--- src/rtl/ppu_vram_arb_pkg.sv ---
// Shared PPU constants: VRAM address width, CPU access FSM encodings and the
// default renderer-grant budget before a CPU slot is forced.
package ppu_vram_arb_pkg;
  localparam int VRAM_AW        = 14;
  localparam int STARVE_MAX_DEF = 8;

  typedef enum logic [1:0] {
    C_IDLE = 2'd0,
    C_ACK  = 2'd1,
    C_DONE = 2'd2
  } cpu_st_e;
endpackage

--- src/rtl/ppu_vram_arb.sv ---
// Single-port VRAM arbiter: the renderer has priority while rendering, with a
// bounded-starvation CPU slot; the CPU has priority otherwise. Memory latency is 1.
module ppu_vram_arb
  import ppu_vram_arb_pkg::*;
#(
  parameter int AW         = VRAM_AW,
  parameter int STARVE_MAX = STARVE_MAX_DEF
) (
  input  logic          i_clk,
  input  logic          i_rstn,
  input  logic          i_rendering,
  input  logic          i_rd_req,
  input  logic [AW-1:0] i_rd_addr,
  output logic          o_rd_gnt,
  output logic          o_rd_vld,
  output logic [7:0]    o_rd_data,
  input  logic          i_cpu_req,
  input  logic          i_cpu_we,
  input  logic [AW-1:0] i_cpu_addr,
  input  logic [7:0]    i_cpu_wdata,
  output logic          o_cpu_ack,
  output logic [7:0]    o_cpu_rdata,
  output logic          o_mem_en,
  output logic          o_mem_we,
  output logic [AW-1:0] o_mem_addr,
  output logic [7:0]    o_mem_wdata,
  input  logic [7:0]    i_mem_rdata
);
  localparam logic [7:0] SMAX = 8'(STARVE_MAX);

  cpu_st_e    st_q;
  logic       ack_q, we_q;
  logic [7:0] rdata_q;
  logic [7:0] starve_q, starve_d;
  logic       rd_vld_q, rd_vld_d;
  logic       cpu_elig, starve_hit, cpu_win, rd_win;

  always_comb begin
    cpu_elig   = (st_q == C_IDLE) && i_cpu_req;
    starve_hit = (starve_q >= SMAX);
    cpu_win    = cpu_elig && (!i_rendering || !i_rd_req || starve_hit);
    rd_win     = i_rd_req && !cpu_win;
    rd_vld_d   = rd_win;

    starve_d = starve_q;
    if (cpu_win || !cpu_elig)      starve_d = '0;
    else if (rd_win && !starve_hit) starve_d = starve_q + 8'd1;

    o_rd_gnt    = rd_win;
    o_mem_en    = cpu_win || rd_win;
    o_mem_we    = cpu_win && i_cpu_we;
    o_mem_addr  = cpu_win ? i_cpu_addr : (rd_win ? i_rd_addr : '0);
    o_mem_wdata = (cpu_win && i_cpu_we) ? i_cpu_wdata : '0;

    o_cpu_ack   = ack_q;
    // Read data arrives during the ack cycle; pass it straight through so it
    // is visible alongside the ack, then hold the latched copy.
    o_cpu_rdata = (ack_q && !we_q) ? i_mem_rdata : rdata_q;
    o_rd_vld    = rd_vld_q;
    o_rd_data   = rd_vld_q ? i_mem_rdata : '0;
  end

  always_ff @(posedge i_clk or negedge i_rstn) begin
    if (!i_rstn) begin
      st_q    <= C_IDLE;
      ack_q   <= 1'b0;
      we_q    <= 1'b0;
      rdata_q <= '0;
    end else begin
      case (st_q)
        C_IDLE: if (cpu_win) begin
          st_q  <= C_ACK;
          ack_q <= 1'b1;
          we_q  <= i_cpu_we;
        end
        C_ACK: begin
          ack_q <= 1'b0;
          if (!we_q) rdata_q <= i_mem_rdata;
          st_q  <= C_DONE;
        end
        // A still-high request is ignored here so a held write is not replayed.
        C_DONE:  if (!i_cpu_req) st_q <= C_IDLE;
        default: st_q <= C_IDLE;
      endcase
    end
  end

  always_ff @(posedge i_clk or negedge i_rstn) begin
    if (!i_rstn) begin
      starve_q <= '0;
      rd_vld_q <= 1'b0;
    end else begin
      starve_q <= starve_d;
      rd_vld_q <= rd_vld_d;
    end
  end
endmodule

--- config.mk ---
export PLATFORM = sky130hd
export DESIGN_NAME = ppu_vram_arb
export DESIGN_NICKNAME = d
export VERILOG_FILES = /design/src/rtl/ppu_vram_arb_pkg.sv /design/src/rtl/ppu_vram_arb.sv
export SDC_FILE = /design/constraint.sdc
export NUM_CORES = 1
export LEC_CHECK = 0
export ABC_CLOCK_PERIOD_IN_PS = 2000
export CAP_MARGIN = 20
export CORE_MARGIN = 2
export CORE_UTILIZATION = 35
export CTS_CLUSTER_DIAMETER = 50
export DETAILED_ROUTE_END_ITERATION = 7
export PLACE_DENSITY_LB_ADDON = 0.15
export SYNTH_ARGS = -nofsm -noshare
export SYNTH_HDL_FRONTEND = slang
export SYNTH_SLANG_ARGS = --single-unit
--- constraint.sdc ---
create_clock -name i_clk -period 2 [get_ports i_clk]
set_input_delay 0.4 -clock i_clk [delete_from_list [all_inputs] [get_ports i_clk]]
set_output_delay 0.4 -clock i_clk [all_outputs]
set_load 0.03 [all_outputs]
-- Word level (Yosys, flattened, before mapping)
Index checks and enable logic that the tools add are counted.
- logic and storage cells: 48
- output and inout bits: 43
- flip-flop bits (word level): 21
- add/sub/neg operators: 1
- reduce and logical (&&, ||, !) cells: 23
- muxes and demuxes: 12
- bitwise operators: 1
- $lt $le $gt $ge: 1
- eq/ne operators: 4
- operators with widths (operator ; count):
    8-bit 2-to-1 mux ; 5
    14-bit 2-to-1 mux ; 2
    8-bit by 1-bit adder with 8-bit output, second input constant ; 1
    8-bit by 4-bit >= comparator with 1-bit output, second input constant ; 1
    2-bit AND reduction ; 4
    1-bit logical AND ; 6
    1-bit logical NOT ; 6
    2-bit case mux with 3 select lines ; 1
    1-bit logical OR ; 4
    2-bit 2-to-1 mux ; 2
    2-bit != test, second input constant ; 2
    2-bit nonzero test ; 2
    2-bit by 1-bit equality test with 1-bit output, second input constant ; 1
    2-bit equality test, second input constant ; 1
    2-bit logical NOT ; 1
    1-bit case mux with 2 select lines ; 1
    1-bit 2-to-1 mux ; 1
    1-bit inverter ; 1

-- Longest topological paths before layout
- depth in word-level cells: 9
- gate-level depth with buffers: 5

-- Least setup slack after synthesis
No wires, ideal clock.
- path type: input port to output port
- start point: input i_rd_req
- end point: output o_mem_addr[10]
- path buffers: 2
- cell stages on the path: 5
- slack: -0.081 ns
- arrival time: 1.681 ns
- required time: 1.600 ns
- path through: buf_6 and4bb_4 a21boi_4 buf_6 mux2i_1
- word-level cells in the longest chain between the ends: 8
- RTL lines (what ; RTL line ; text):
    start, declared ; ppu_vram_arb.sv:12 ; input logic i_rd_req,
    1-bit logical NOT ; ppu_vram_arb.sv:41 ; cpu_win = cpu_elig && (!i_rendering || !i_rd_req || starve_hit);
    1-bit logical OR (2 in series) ; ppu_vram_arb.sv:41 ;
    1-bit logical AND ; ppu_vram_arb.sv:41 ;
    1-bit logical NOT ; ppu_vram_arb.sv:42 ; rd_win = i_rd_req && !cpu_win;
    1-bit logical AND ; ppu_vram_arb.sv:42 ;
    14-bit 2-to-1 mux ; ppu_vram_arb.sv:52 ; o_mem_addr = cpu_win ? i_cpu_addr : (rd_win ? i_rd_addr : '0);
    14-bit 2-to-1 mux (*) ; ppu_vram_arb.sv:52 ;
    end, declared ; ppu_vram_arb.sv:25 ; output logic [AW-1:0] o_mem_addr,
Mark *: on every way between the ends. The rest lies on a longest branch, timed or not.

-- Worst setup path in the final report
- start point: register st_q[0]
- end point: output o_mem_addr[2]
- word-level cells in the longest chain between the ends: 7
- RTL lines (what ; RTL line ; text):
    start, declared ; ppu_vram_arb.sv:31 ; cpu_st_e st_q;
    start signal, assigned ; ppu_vram_arb.sv:65 ; st_q <= C_IDLE;
    start signal, assigned ; ppu_vram_arb.sv:72 ; st_q <= C_ACK;
    start signal, assigned ; ppu_vram_arb.sv:79 ; st_q <= C_DONE;
    2-bit logical NOT (*) ; ppu_vram_arb.sv:39 ; cpu_elig = (st_q == C_IDLE) && i_cpu_req;
    1-bit logical AND (*) ; ppu_vram_arb.sv:39 ;
    1-bit logical AND (*) ; ppu_vram_arb.sv:41 ;
    1-bit logical NOT ; ppu_vram_arb.sv:42 ;
    1-bit logical AND ; ppu_vram_arb.sv:42 ;
    14-bit 2-to-1 mux ; ppu_vram_arb.sv:52 ;
    14-bit 2-to-1 mux (*) ; ppu_vram_arb.sv:52 ;
Marked as above.

==> metrics.md <==
| Metric | Value |
|---|---|
| Proportion of layout cells with a drive suffix above 1 | 0.3824 |
| Startpoint type of the worst setup path | flop |
| Pin count of the biggest net entering global routing | 22 |
| Portion of total power attributed to combinational logic | 0.651 |
| WL/cell | 13.05 µm |
| Maximum fanout count along the critical path | 6 |
| Count of unresolved DRC violations after routing | 0 |
| Relative contribution of sequential cells to total power | 0.245 |
| Die Y | 64.98 µm |
| Cell type with the largest total area after synthesis | dfrtp_1 |
| # H-tree levels | 1 |
| Number of nets in the finished design | 291 |
| Static leakage | 1.193 nW |
| Final instance area | 2442 µm² |
| Max rail drop VDD | 0.0005215 V |
| Max cap viols | 0 |
| Number of primary I/O pins | 93 |
| Clock Power Share | 0.104 |
| Number of failing setup endpoints in the final timing report | 23 |
| Primary flip-flop cell chosen by synthesis mapping | dfrtp_1 |
| Gr ovfl total | 0 |
| Share of total power consumed by net switching | 0.4090 |
| Clock buffers created by TritonCTS | 3 |
| Register area share after synthesis | 0.4038 |
| Initial standard-cell utilization of the core | 0.3609 |
| Required time of the critical path | 1.60 ns |
| CTS root buffer | clkbuf_8 |
| Arrival time at the worst endpoint | 1.88 ns |
| Horizontal extent of the die | 64.98 µm |
| Final GP Congestion | 0.7604 |
| Inserted Diodes | 0 |
| Post-route clock skew | 0.004461 ns |
| Violated checks | setup timing |
| Area inside the core boundary | 3606 µm² |
| Area share of the leading cell type in the synthesized netlist | 0.4038 |
| Number of vias per cell after detailed routing | 4.448 |
| Netlist Area Pre-Place | 1301 µm² |
| Port Buf Inserts | 92 |
| TritonCTS clock tree | done |
| Final antenna-violating net count | 0 |
| Setup Crit Path Kind | flop to output port |
| Mean cell area of the mapped netlist | 10.17 µm² |
| Fraction of registers with async set or reset after synthesis | 1.000 |
| Setup WS post-layout | -0.2762 ns |
| Row count | 22 |
| HPWL reported at the end of detailed placement | 2698 µm |
| Number of sinks on the clock net | 21 |
| Global-route wire length before repair | 5802 µm |
| Largest cells by area after synthesis | dfrtp_1 (40%), mux2_2 (15%), mux2i_1 (11%) |
| Initial antenna violation count | 0 |
| Number of buffers between clock root and the deepest sink | 2 |
| Routed wire length | 3733 µm |
| Most used cells in the layout excluding fill and tap cells | clkdlybuf4s50_1 (48), buf_4 (39), dfrtp_1 (21) |
| Cell internal power dissipation | 1.536 mW |
| Min cycle time layout | 2.276 ns |
| Final hold violation count | 0 |
| Total power per unit cell area | 1064 nW/µm² |
| Via count of the first global-routing pass | 1341 |
| Area post-placement | 2193 µm² |
| Period utilization | 1.138 |
| Final count of pins violating max slew | 0 |
| Number of instances in the synthesized netlist | 128 |
| Setup repair after global routing missed its margin | true |
| Net switching power of the design | 1.063 mW |
| Synth warnings | 0 |
| Number of flops mapped to enable cells by yosys | 0 |
| Clock latency on the worst-skew pair | 0.26 ns |
| Kind of capture point of the worst setup path | output port |
| Initial DRC count | 18 |
| Flop and latch count out of synthesis | 21 |
| Hold/Removal Path Class | primary input to asynchronous set/reset pin |
| Synthesis-to-finish area growth | 87.69% |
| Status | finished, violations left |
| Setup TNS | -4.119 ns |
| Number of library cell types mapped by synthesis | 26 |
| Timing-limited maximum frequency | 439.3 MHz |
| Register clock-pin slew on the reported worst setup and hold paths | 0.07 ns |
| Commonest non-fill, non-tap cell in the layout | clkdlybuf4s50_1 |
| Worst slack, placed | -0.4082 ns |
| Area of the die | 4222 µm² |
| GRT Total Usage | 0.1801 |
| Vias after detailed routing | 1272 |
| Detailed-router iteration count before antenna repair | 4 |
sequential cells by signal, summed over array words and instances, names as in the netlist:
register   count
o_cpu_ack      1
o_rd_vld       1
rdata_q        8
st_q           2
starve_q       8
we_q           1
per-stage QoR:
step	utilization	total power, mW	hold WS [ns]	instances
after floorplan	-	1.592	0.1044	131
after global placement	0.6083	2.109	0.4668	270
after detailed placement	0.6083	2.138	0.4863	270
after CTS	0.6568	2.577	0.4980	283
after global routing	0.6773	2.749	0.5153	286
final	0.6773	2.598	0.4862	286
power by group through the flow:
stage	combinational, mW	clock (mW)	sequential, mW
2_1_floorplan	0.952	0	0.640
3_3_place_gp	1.48	0	0.628
3_5_place_dp	1.50	0	0.637
4_1_cts	1.66	0.281	0.636
5_1_grt	1.80	0.299	0.654
6_report	1.69	0.271	0.636
timing repair:
item                       in CTS  in global routing
cloned                          2                  1
buffers inserted                7                  4
resized for setup              13                 23
pin swaps                       2                  3
setup endpoints to repair      26                 24
hold buffers                    0                  0
worst max-delay path, stage by stage (launching register included):
cell and delay [ns]:
dfrtp_1 0.43, nor3b_4 0.23, a21boi_4 0.25, buf_4 0.16, buf_16 0.12, mux2i_1 0.23
buf_4 0.20
layer usage:
metal  vias up  global-route usage  part of all wire
li1        629                   -                 -
met1       565              0.2000              0.39
met2        74              0.3299              0.50
met3         4             0.04340              0.10
met4         0             0.06649            0.0096
met5         -                   0                 0
worst paths after layout:
| kind | start | end | slack, ns | cells past startpoint |
|---|---|---|---|---|
| worst max-delay path | st_q[0] | o_mem_addr[2] | -0.28 | 6 |
| worst min-delay path | i_rstn | starve_q[0] | 0.49 | 2 |
| worst max register to register | st_q[0] | we_q | 0.29 | 6 |
| worst min register to register | starve_q[0] | starve_q[0] | 0.50 | 1 |
| max in group asynchronous | i_rstn | rdata_q[2] | 1.30 | 2 |
| min in group i_clk | starve_q[0] | starve_q[0] | 0.50 | 1 |
layout make-up:
cell class,instances,area (µm²)
Clock buffer,4,45.04
Fill cell,271,1164
Inverter,17,63.81
Multi-Input combinational cell,88,726.9
Sequential cell,21,525.5
Tap cell,48,60.06
Timing Repair Buffer,108,1021
cells in the mapped netlist, types with 2 or more instances:
cell type and n:
and3_1 8, nor2_1 4, mux2i_1 14, nand3_1 2, nand2b_1 2, nand2_1 15, mux2_2 17, ha_1 2
inv_1 17, dfrtp_1 21, and2_1 9, buf_6 3
logic make-up after synthesis:
family | Yosys count | synth area share
AND/OR/NAND/NOR | 47 | 0.2039
other | 1 | 0.002882
flip-flops | 21 | 0.4038
AO/OA/AOI/OAI | 2 | 0.02020
multiplexers | 31 | 0.2548
adder cells (fa/ha/maj) | 2 | 0.01923
buffers and inverters | 22 | 0.08172
XOR/XNOR | 2 | 0.01346
Power figures use the tool's default switching activity.
